## src/rtl/cnn_pkg.sv

```systemverilog
// ---------------------------------------------------------------------------
// cnn_pkg -- shared constants and types for the 3x3 convolution engine.
//   DATA_W/FRAC_W : Q8.8 signed sample format
//   IN_DIM/OUT_DIM: input image edge (32) and valid-conv output edge (30)
//   IN_CH/OUT_CH  : 3 input channels, 8 output channels
//   K             : kernel edge (3)
//   ACC_W         : accumulator width, wide enough for 27 Q16.16 products
//                   plus the shifted bias without overflow
// ---------------------------------------------------------------------------
package cnn_pkg;

    localparam int DATA_W  = 16;
    localparam int FRAC_W  = 8;
    localparam int IN_DIM  = 32;
    localparam int OUT_DIM = 30;
    localparam int IN_CH   = 3;
    localparam int OUT_CH  = 8;
    localparam int K       = 3;

    localparam int TAPS    = K * K;
    localparam int PIX_W   = DATA_W * IN_CH;
    localparam int RES_W   = DATA_W * OUT_CH;
    localparam int ACC_W   = 40;

    typedef enum logic [1:0] {
        IDLE = 2'd0,
        CONV = 2'd1,
        DONE = 2'd2
    } state_t;

endpackage

```

## src/rtl/cnn_pe.sv

```systemverilog
// ---------------------------------------------------------------------------
// cnn_pe -- combinational processing element for one output sample.
// Multiplies a 3x3x3 pixel window by the matching 3x3x3 kernel, adds the
// bias (aligned to Q16.16), drops the fraction by arithmetic shift
// (truncation), and saturates to signed 16 bits.
// Optional build macro CNN_RELU_EN clamps negative results to zero.
// Ports:
//   win_i  : 9 taps x 48 bits, tap t = ky*3+kx, channel c at bits [16c+15:16c]
//   wgt_i  : 9 taps x 48 bits, same packing as win_i
//   bias_i : Q8.8 bias for this output channel
//   res_o  : Q8.8 result
// ---------------------------------------------------------------------------
module cnn_pe
    import cnn_pkg::*;
(
    input  logic [TAPS*PIX_W-1:0] win_i,
    input  logic [TAPS*PIX_W-1:0] wgt_i,
    input  logic [DATA_W-1:0]     bias_i,
    output logic [DATA_W-1:0]     res_o
);

    localparam logic signed [ACC_W-1:0] SAT_MAX = (ACC_W'(1) <<< (DATA_W-1)) - ACC_W'(1);
    localparam logic signed [ACC_W-1:0] SAT_MIN = -(ACC_W'(1) <<< (DATA_W-1));

    function automatic logic signed [DATA_W-1:0] saturate(input logic signed [ACC_W-1:0] v);
        if (v > SAT_MAX)
            return DATA_W'(SAT_MAX);
        else if (v < SAT_MIN)
            return DATA_W'(SAT_MIN);
        else
            return v[DATA_W-1:0];
    endfunction

    logic signed [DATA_W-1:0]   px;
    logic signed [DATA_W-1:0]   wx;
    logic signed [2*DATA_W-1:0] prod;
    logic signed [DATA_W-1:0]   bias_s;
    logic signed [ACC_W-1:0]    acc;
    logic signed [ACC_W-1:0]    acc_sh;
    logic signed [DATA_W-1:0]   sat;

    always_comb begin
        px     = '0;
        wx     = '0;
        prod   = '0;
        bias_s = bias_i;
        // Bias is Q8.8; shift into the Q16.16 product domain before summing.
        acc    = ACC_W'(bias_s) <<< FRAC_W;
        for (int t = 0; t < TAPS; t++) begin
            for (int ch = 0; ch < IN_CH; ch++) begin
                px   = win_i[t*PIX_W + ch*DATA_W +: DATA_W];
                wx   = wgt_i[t*PIX_W + ch*DATA_W +: DATA_W];
                prod = px * wx;
                acc  = acc + ACC_W'(prod);
            end
        end
        acc_sh = acc >>> FRAC_W;
        sat    = saturate(acc_sh);
    end

`ifdef CNN_RELU_EN
    assign res_o = sat[DATA_W-1] ? '0 : sat;
`else
    assign res_o = sat;
`endif

endmodule

```

## src/rtl/top_cnn.sv

```systemverilog
// ---------------------------------------------------------------------------
// top_cnn -- 30x30x8 valid 3x3 convolution over a 32x32x3 Q8.8 image.
// One (r,c,oc) result is produced per cycle; oc counts fastest, then c, r.
// Sequence after reset release: IDLE (1 cycle) -> CONV (7200 cycles) -> DONE.
// Optional build macro CNN_RELU_EN (passed to cnn_pe) clamps negatives to 0.
// Ports:
//   clk           : rising-edge clock
//   rst           : asynchronous active-low reset
//   cnndonesignal : high once all results are written, until next reset
// Memories (loaded/read hierarchically, never reset):
//   mem_pixel_in[32][32], mem_weight_in[72], mem_bias_in[8], mem_result[30][30]
// ---------------------------------------------------------------------------
module top_cnn
    import cnn_pkg::*;
(
    input  logic clk,
    input  logic rst,
    output logic cnndonesignal
);

    logic [PIX_W-1:0]  mem_pixel_in  [IN_DIM][IN_DIM];
    logic [PIX_W-1:0]  mem_weight_in [OUT_CH*TAPS];
    logic [DATA_W-1:0] mem_bias_in   [OUT_CH];
    logic [RES_W-1:0]  mem_result    [OUT_DIM][OUT_DIM];

    state_t      state_q, state_d;
    logic [4:0]  r_q, r_d;
    logic [4:0]  c_q, c_d;
    logic [2:0]  oc_q, oc_d;
    logic        done_q, done_d;
    logic        conv_en;
    logic        last;

    logic [TAPS*PIX_W-1:0] win;
    logic [TAPS*PIX_W-1:0] wgt;
    logic [6:0]            wbase;
    logic [DATA_W-1:0]     pe_res;

    assign last = (r_q == 5'(OUT_DIM-1)) && (c_q == 5'(OUT_DIM-1)) && (oc_q == 3'(OUT_CH-1));

    // State register
    always_ff @(posedge clk or negedge rst) begin
        if (!rst) begin
            state_q <= IDLE;
            r_q     <= '0;
            c_q     <= '0;
            oc_q    <= '0;
            done_q  <= 1'b0;
        end else begin
            state_q <= state_d;
            r_q     <= r_d;
            c_q     <= c_d;
            oc_q    <= oc_d;
            done_q  <= done_d;
        end
    end

    // Next-state logic
    always_comb begin
        state_d = state_q;
        case (state_q)
            IDLE:    state_d = CONV;
            CONV:    if (last) state_d = DONE;
            DONE:    state_d = DONE;
            default: state_d = IDLE;
        endcase
    end

    // Outputs and counter advance
    always_comb begin
        conv_en = (state_q == CONV);
        // Done is registered so it rises on the same edge that enters DONE.
        done_d  = done_q | (conv_en & last);
        r_d     = r_q;
        c_d     = c_q;
        oc_d    = oc_q;
        if (conv_en && !last) begin
            if (oc_q != 3'(OUT_CH-1)) begin
                oc_d = oc_q + 3'd1;
            end else begin
                oc_d = '0;
                if (c_q != 5'(OUT_DIM-1)) begin
                    c_d = c_q + 5'd1;
                end else begin
                    c_d = '0;
                    r_d = r_q + 5'd1;
                end
            end
        end
    end

    assign cnndonesignal = done_q;

    // Window and kernel gather for the current (r,c,oc)
    assign wbase = 7'(oc_q) * 7'(TAPS);

    always_comb begin
        win = '0;
        wgt = '0;
        for (int ky = 0; ky < K; ky++) begin
            for (int kx = 0; kx < K; kx++) begin
                win[(ky*K+kx)*PIX_W +: PIX_W] = mem_pixel_in[r_q + 5'(ky)][c_q + 5'(kx)];
                wgt[(ky*K+kx)*PIX_W +: PIX_W] = mem_weight_in[wbase + 7'(ky*K+kx)];
            end
        end
    end

    cnn_pe u_pe (
        .win_i  (win),
        .wgt_i  (wgt),
        .bias_i (mem_bias_in[oc_q]),
        .res_o  (pe_res)
    );

    // Result write: only the 16-bit slice for the current output channel.
    always_ff @(posedge clk) begin
        if (conv_en)
            mem_result[r_q][c_q][{oc_q, 4'b0000} +: DATA_W] <= pe_res;
    end

endmodule

```

## config.mk

```make
export PLATFORM = sky130hd
export DESIGN_NAME = top_cnn
export DESIGN_NICKNAME = d
export VERILOG_FILES = /design/src/rtl/cnn_pkg.sv /design/src/rtl/cnn_pe.sv /design/src/rtl/top_cnn.sv
export SDC_FILE = /design/constraint.sdc
export NUM_CORES = 1
export LEC_CHECK = 0
export ABC_AREA = 1
export CORE_MARGIN = 4
export CORE_UTILIZATION = 58
export CTS_BUF_LIST = sky130_fd_sc_hd__clkbuf_4
export DETAILED_ROUTE_END_ITERATION = 7
export DONT_BUFFER_PORTS = 1
export GPL_ROUTABILITY_DRIVEN = 0
export GPL_TIMING_DRIVEN = 0
export MAX_ROUTING_LAYER = met4
export PLACE_DENSITY = 0.82
export SLEW_MARGIN = 15
export SYNTH_ARGS = -nofsm -noshare
export SYNTH_HDL_FRONTEND = slang
export SYNTH_HIERARCHICAL = 1
export SYNTH_SLANG_ARGS = --single-unit
```

## constraint.sdc

```tcl
create_clock -name clk -period 1.4 [get_ports clk]
set_input_delay 0.28 -clock clk [delete_from_list [all_inputs] [get_ports clk]]
set_output_delay 0.28 -clock clk [all_outputs]
set_load 0.01 [all_outputs]
```

# Word level (Yosys, flattened, before mapping)
# Index checks and enable logic that the tools add are counted.
[totals]
register_bits = 16
output_inout_bits = 1
elab_cells = 31
[op_classes]
reduce_logical = 7
mux = 4
n_addsub = 3
eq_ne = 8
bitwise = 4
[ops]
columns = ["op", "count"]
rows = [
  ["5-bit by 1-bit adder with 5-bit output (second input constant)", 2],
  ["5-bit == test (second input constant)", 2],
  ["2-bit one-hot mux with 3 select lines", 1],
  ["5-bit two-way mux", 1],
  ["5-bit inequality test (second input constant)", 1],
  ["3-bit by 1-bit adder with 3-bit output (second input constant)", 1],
  ["3-bit == test (second input constant)", 1],
  ["1-bit logical AND", 3],
  ["3-bit two-way mux", 1],
  ["3-bit inequality test (second input constant)", 1],
  ["3-bit AND reduction", 1],
  ["2-bit by 1-bit == test with 1-bit output (second input constant)", 1],
  ["2-bit == test (second input constant)", 1],
  ["2-bit zero test", 1],
  ["2-bit two-way mux", 1],
  ["2-bit by 1-bit inequality test with 1-bit output (second input constant)", 1],
  ["1-bit NOT", 2],
  ["2-bit AND reduction", 1],
  ["1-bit bitwise AND", 1],
  ["1-bit zero test", 1],
  ["1-bit OR", 1],
]

# Logic depth before layout (Yosys ltp)
# Gate-level depths: netlist of the first run.
[depth]
word_depth = 6
ltp_mapped = 8

# Worst setup path before layout of the first run
# No wires, ideal clock.
[synth_path]
kind = "flip-flop to flip-flop"
startpoint = "register oc_q[0]"
endpoint = "register r_q[3]"
path_stages_with_launch = 8
t_required_ps = 1281
synth_period_minus_slack_ps = 1437
path_buffers = 0
arrival_ps = 1318
slack_ps = -37
path_cell_list = "dfrtp_1 ha_1 ha_1 inv_1 nor3_4 nand3_2 nand2_1 nand2_1"
[synth_via]
elab_chain_len = 5
[synth_lines]
columns = ["element", "line_no", "rtl"]
rows = [
  ["from (decl)", "top_cnn.sv:29", "logic [2:0] oc_q, oc_d;"],
  ["from (signal assigned)", "top_cnn.sv:47", "oc_q <= '0;"],
  ["from (signal assigned)", "top_cnn.sv:53", "oc_q <= oc_d;"],
  ["3-bit == test", "top_cnn.sv:39", "assign last = (r_q == 5'(OUT_DIM-1)) && (c_q == 5'(OUT_DIM-1)) && (oc_q == 3'(OUT_CH-1));"],
  ["1-bit logical AND", "top_cnn.sv:39", ""],
  ["1-bit zero test", "top_cnn.sv:77", "if (conv_en && !last) begin"],
  ["1-bit logical AND", "top_cnn.sv:77", ""],
  ["3-bit AND reduction (no line) *", "n/a", ""],
  ["to (signal assigned)", "top_cnn.sv:51", "r_q <= r_d;"],
  ["to (decl)", "top_cnn.sv:27", "logic [4:0] r_q, r_d;"],
]
# Every way passes the cells marked *; elsewhere a longest branch is shown, timed or not.
# A chain may end at the register's enable or synchronous reset.

# Final worst setup path of the first run
[layout_path]
startpoint = "register c_q[0]"
endpoint = "register c_q[2]"
[layout_via]
elab_chain_len = 6
[layout_lines]
columns = ["element", "line_no", "rtl"]
rows = [
  ["from (decl)", "top_cnn.sv:28", "logic [4:0] c_q, c_d;"],
  ["from (signal assigned)", "top_cnn.sv:46", "c_q <= '0;"],
  ["from (signal assigned)", "top_cnn.sv:52", "c_q <= c_d;"],
  ["parallel branches: the longest is 6 deep, another holds 5-bit by 1-bit adder with 5-bit output", "n/a", ""],
]
# Parallel ways; which one is timed is not known.

==> results of run 1 <==
## routing by layer
metal	wire length (um)	track usage	vias up
met3	44	0.0184	5
met2	998	0.311	11
met5	0	-	-
met4	39	0.0807	0
li1	-	-	402
met1	800	0.215	380
## state kept, by name, indices dropped and copies added, names as in the netlist
| name | count |
|---|---|
| c_q | 5 |
| cnndonesignal | 1 |
| oc_q | 3 |
| r_q | 5 |
| state_q | 2 |
## cell usage after synthesis
cell type  count
buf_4          1
clkbuf_1       1
dfrtp_1       16
ha_1           8
inv_1         12
inv_2          1
nand2_1       35
nand2_2        1
nand2_4        1
nand3_1        9
nand3_2        2
nand3_4        1
nand3b_1       1
nand4_1        8
nor2_2         1
nor2_4         1
nor3_4         1
o21ai_0        7
o21bai_1       2
or2_2          3
xor2_1         1
## metrics by stage
stage / worst slack (ns) / power (uW) / hold WS, ns / setup TNS, ns
4_1_cts: 0.0124 / 731 / 0.498 / 0
3_5_place_dp: -0.134 / 471 / -0.0152 / -0.785
6_report: 0.0255 / 723 / 0.484 / 0
5_1_grt: -0.0472 / 761 / 0.537 / -0.217
2_1_floorplan: 0.0315 / 471 / -0.0156 / 0
3_3_place_gp: -0.111 / 471 / -0.0150 / -0.538
## repair_timing
action                                 CTS  global route
endpoints found under the hold margin   16             0
hold buffers                             1             0
pin swaps                                4             7
resized for setup                        5            11
buffers inserted                         6             3
setup endpoints to repair               15            15
## layout by cell type, fill, tap and decap left out, types with 3 or more instances in the layout
master,count
dfrtp_1,15
inv_2,3
nand2_1,33
o21ai_0,5
nand3_1,9
or2_2,3
nand4_1,8
ha_1,4
buf_4,10
inv_1,10
clkbuf_4,3
## layout make-up
| class | instances | area share |
|---|---|---|
| inverter | 13 | 0.0431 |
| sequential | 16 | 0.355 |
| timing repair buffer | 10 | 0.0685 |
| multi-input combinational | 82 | 0.482 |
| buffer | 2 | 0.0110 |
| clock buffer | 3 | 0.0199 |
| clock inverter | 1 | 0.00331 |
| tap | 16 | 0.0177 |
## critical path: stages (launching register included)
cell     delay, ns
dfrtp_1       0.42
buf_4         0.17
ha_1          0.22
or2_2         0.29
nand3_1       0.09
o21ai_0       0.08
## cells by family (layout without fill, tap and decap cells)
logic type / count (synthesis) / count (layout) / share of synthesized area
and+or+nand+nor: 64 / 64 / 0.355
DFF: 16 / 16 / 0.417
buffers and inverters: 15 / 29 / 0.0625
AOI/OAI and AO/OA: 9 / 9 / 0.0521
adders and majority gates: 8 / 8 / 0.104
xor gates and xnor gates: 1 / 1 / 0.00912
## power groups by stage
stage / Clock (uW) / Sequential (uW) / Combinational (uW)
global route: 286 / 462 / 12.7
detailed placement: 0 / 471 / 0.000316
finish: 251 / 462 / 10.8
global placement: 0 / 471 / 0.000316
CTS: 258 / 462 / 11.6
floorplan: 0 / 471 / 0.000316
## worst max-delay path by stage
| stage | slack [ns] | cells after the start | from | to |
|---|---|---|---|---|
| after floorplan | 0.03 | 7 | oc_q[0] | r_q[3] |
| after global placement | -0.11 | 7 | oc_q[0] | r_q[3] |
| after detailed placement | -0.13 | 7 | oc_q[0] | r_q[1] |
| after CTS | 0.01 | 7 | oc_q[0] | r_q[1] |
| after global routing | -0.05 | 7 | oc_q[0] | r_q[4] |
| final | 0.03 | 5 | c_q[0] | c_q[2] |
==> impl_metrics.json, run 1 <==
{
  "status": "complete, no violations",
  "cp-start-kind": "register",
  "seqCellArea_um2": 402,
  "rrSetupSlack_ns": 0.03,
  "post-route-util": 0.735,
  "routed_wl_um": 1880,
  "ys_seq_area_frac": 0.417,
  "synthCells": 113,
  "intPower_uw": 567,
  "grt-ovfl-total": 0,
  "start_util": 0.623,
  "diodes": 0,
  "powerDensity_nw_per_um2": 639,
  "cts-buffers-inserted": 3,
  "period_share": 0.982,
  "r2r-end": "c_q[2]",
  "hp-class": "input port to async pin",
  "drc": 0,
  "grt_pass1_wl_um": 3350,
  "pwr-share-clk": 0.347,
  "crit_arrival_ns": 1.56,
  "syn_area_um2": 961,
  "grt_max_degree": 17,
  "core_um2": 1540,
  "switching_share": 0.216,
  "synth_largest_area_cell": "dfrtp_1",
  "r2r-start": "c_q[0]",
  "num_vias": 798,
  "area_growth_pct": 17.8,
  "antenna_left": 0,
  "hold_violations": 0,
  "insertion_delay_ns": 0.29,
  "cts.path.max_buffers": 2,
  "fill_cells": 105,
  "place_area_um2": 981,
  "max_slew_margin": 0.502,
  "irDropWorstVdd_uv": 533,
  "ys_ff_latch": 16,
  "yosysUniqueCellTypes": 21,
  "cts.sink_count": 16,
  "drv_cap": 0,
  "die_area_um2": 2370,
  "grt_usage": 0.182,
  "power.leakage_uw": 0.000582,
  "die_h_um": 48.7,
  "required_ns": 1.59,
  "critPathKind": "register to register",
  "rsz0062_at_grt": "yes",
  "io_pins": 3,
  "num_rows": 14,
  "rr_worst_depth": 5,
  "p_comb_frac": 0.015,
  "path_max_fanout": 5,
  "grt_pass1_vias": 758,
  "skew_ns": 0.00605,
  "max_freq_ghz": 0.728,
  "dp_hpwl_um": 1220,
  "fin_nets": 138,
  "fin_cells": 143,
  "io_buffers": 0,
  "maxSlewViolCount": 0,
  "cts_root_buf": "clkbuf_4",
  "setup_viol": 0,
  "design_area_um2": 1130,
  "clock_tree.htree_level_count": 1,
  "synth_area_leaders": "dfrtp_1 (42%), nand2_1 (14%), ha_1 (10%)",
  "seq_power_share": 0.638,
  "die_w_um": 48.7,
  "synthesis.nets": 123,
  "period_needed_ns": 1.37,
  "endpoint_kind": "register",
  "tightestPinTransition_ns": 0.745,
  "drt-initial-drc-count": 12,
  "netlist.area_leader.share": 0.417,
  "dp_cells": 129,
  "wl_per_cell_um": 13.2,
  "drt-vias-per-instance": 5.58,
  "path_clk_slew_ns": 0.09,
  "antenna_found_initial": 0,
  "syn_avg_cell_area_um2": 8.50,
  "drive_gt1_frac": 0.276,
  "cts_tree": "built",
  "multiInputGateArea_um2": 546,
  "yosysWarnings": 6,
  "switchingPower_uw": 156,
  "first_pass_iters": 4
}
No activity file was read; power rests on OpenSTA's default activity.
==> inputs of run 2 (changes only) <==
--- a/config.mk
+++ b/config.mk
@@ -18,5 +18,4 @@
 export SLEW_MARGIN = 15
 export SYNTH_ARGS = -nofsm -noshare
 export SYNTH_HDL_FRONTEND = slang
-export SYNTH_HIERARCHICAL = 1
 export SYNTH_SLANG_ARGS = --single-unit
==> results of run 2 <==
No change in the layout: final DEF, timing and power equal those of run 1.
Main changes from that run: Yosys warning count 6 -> 0
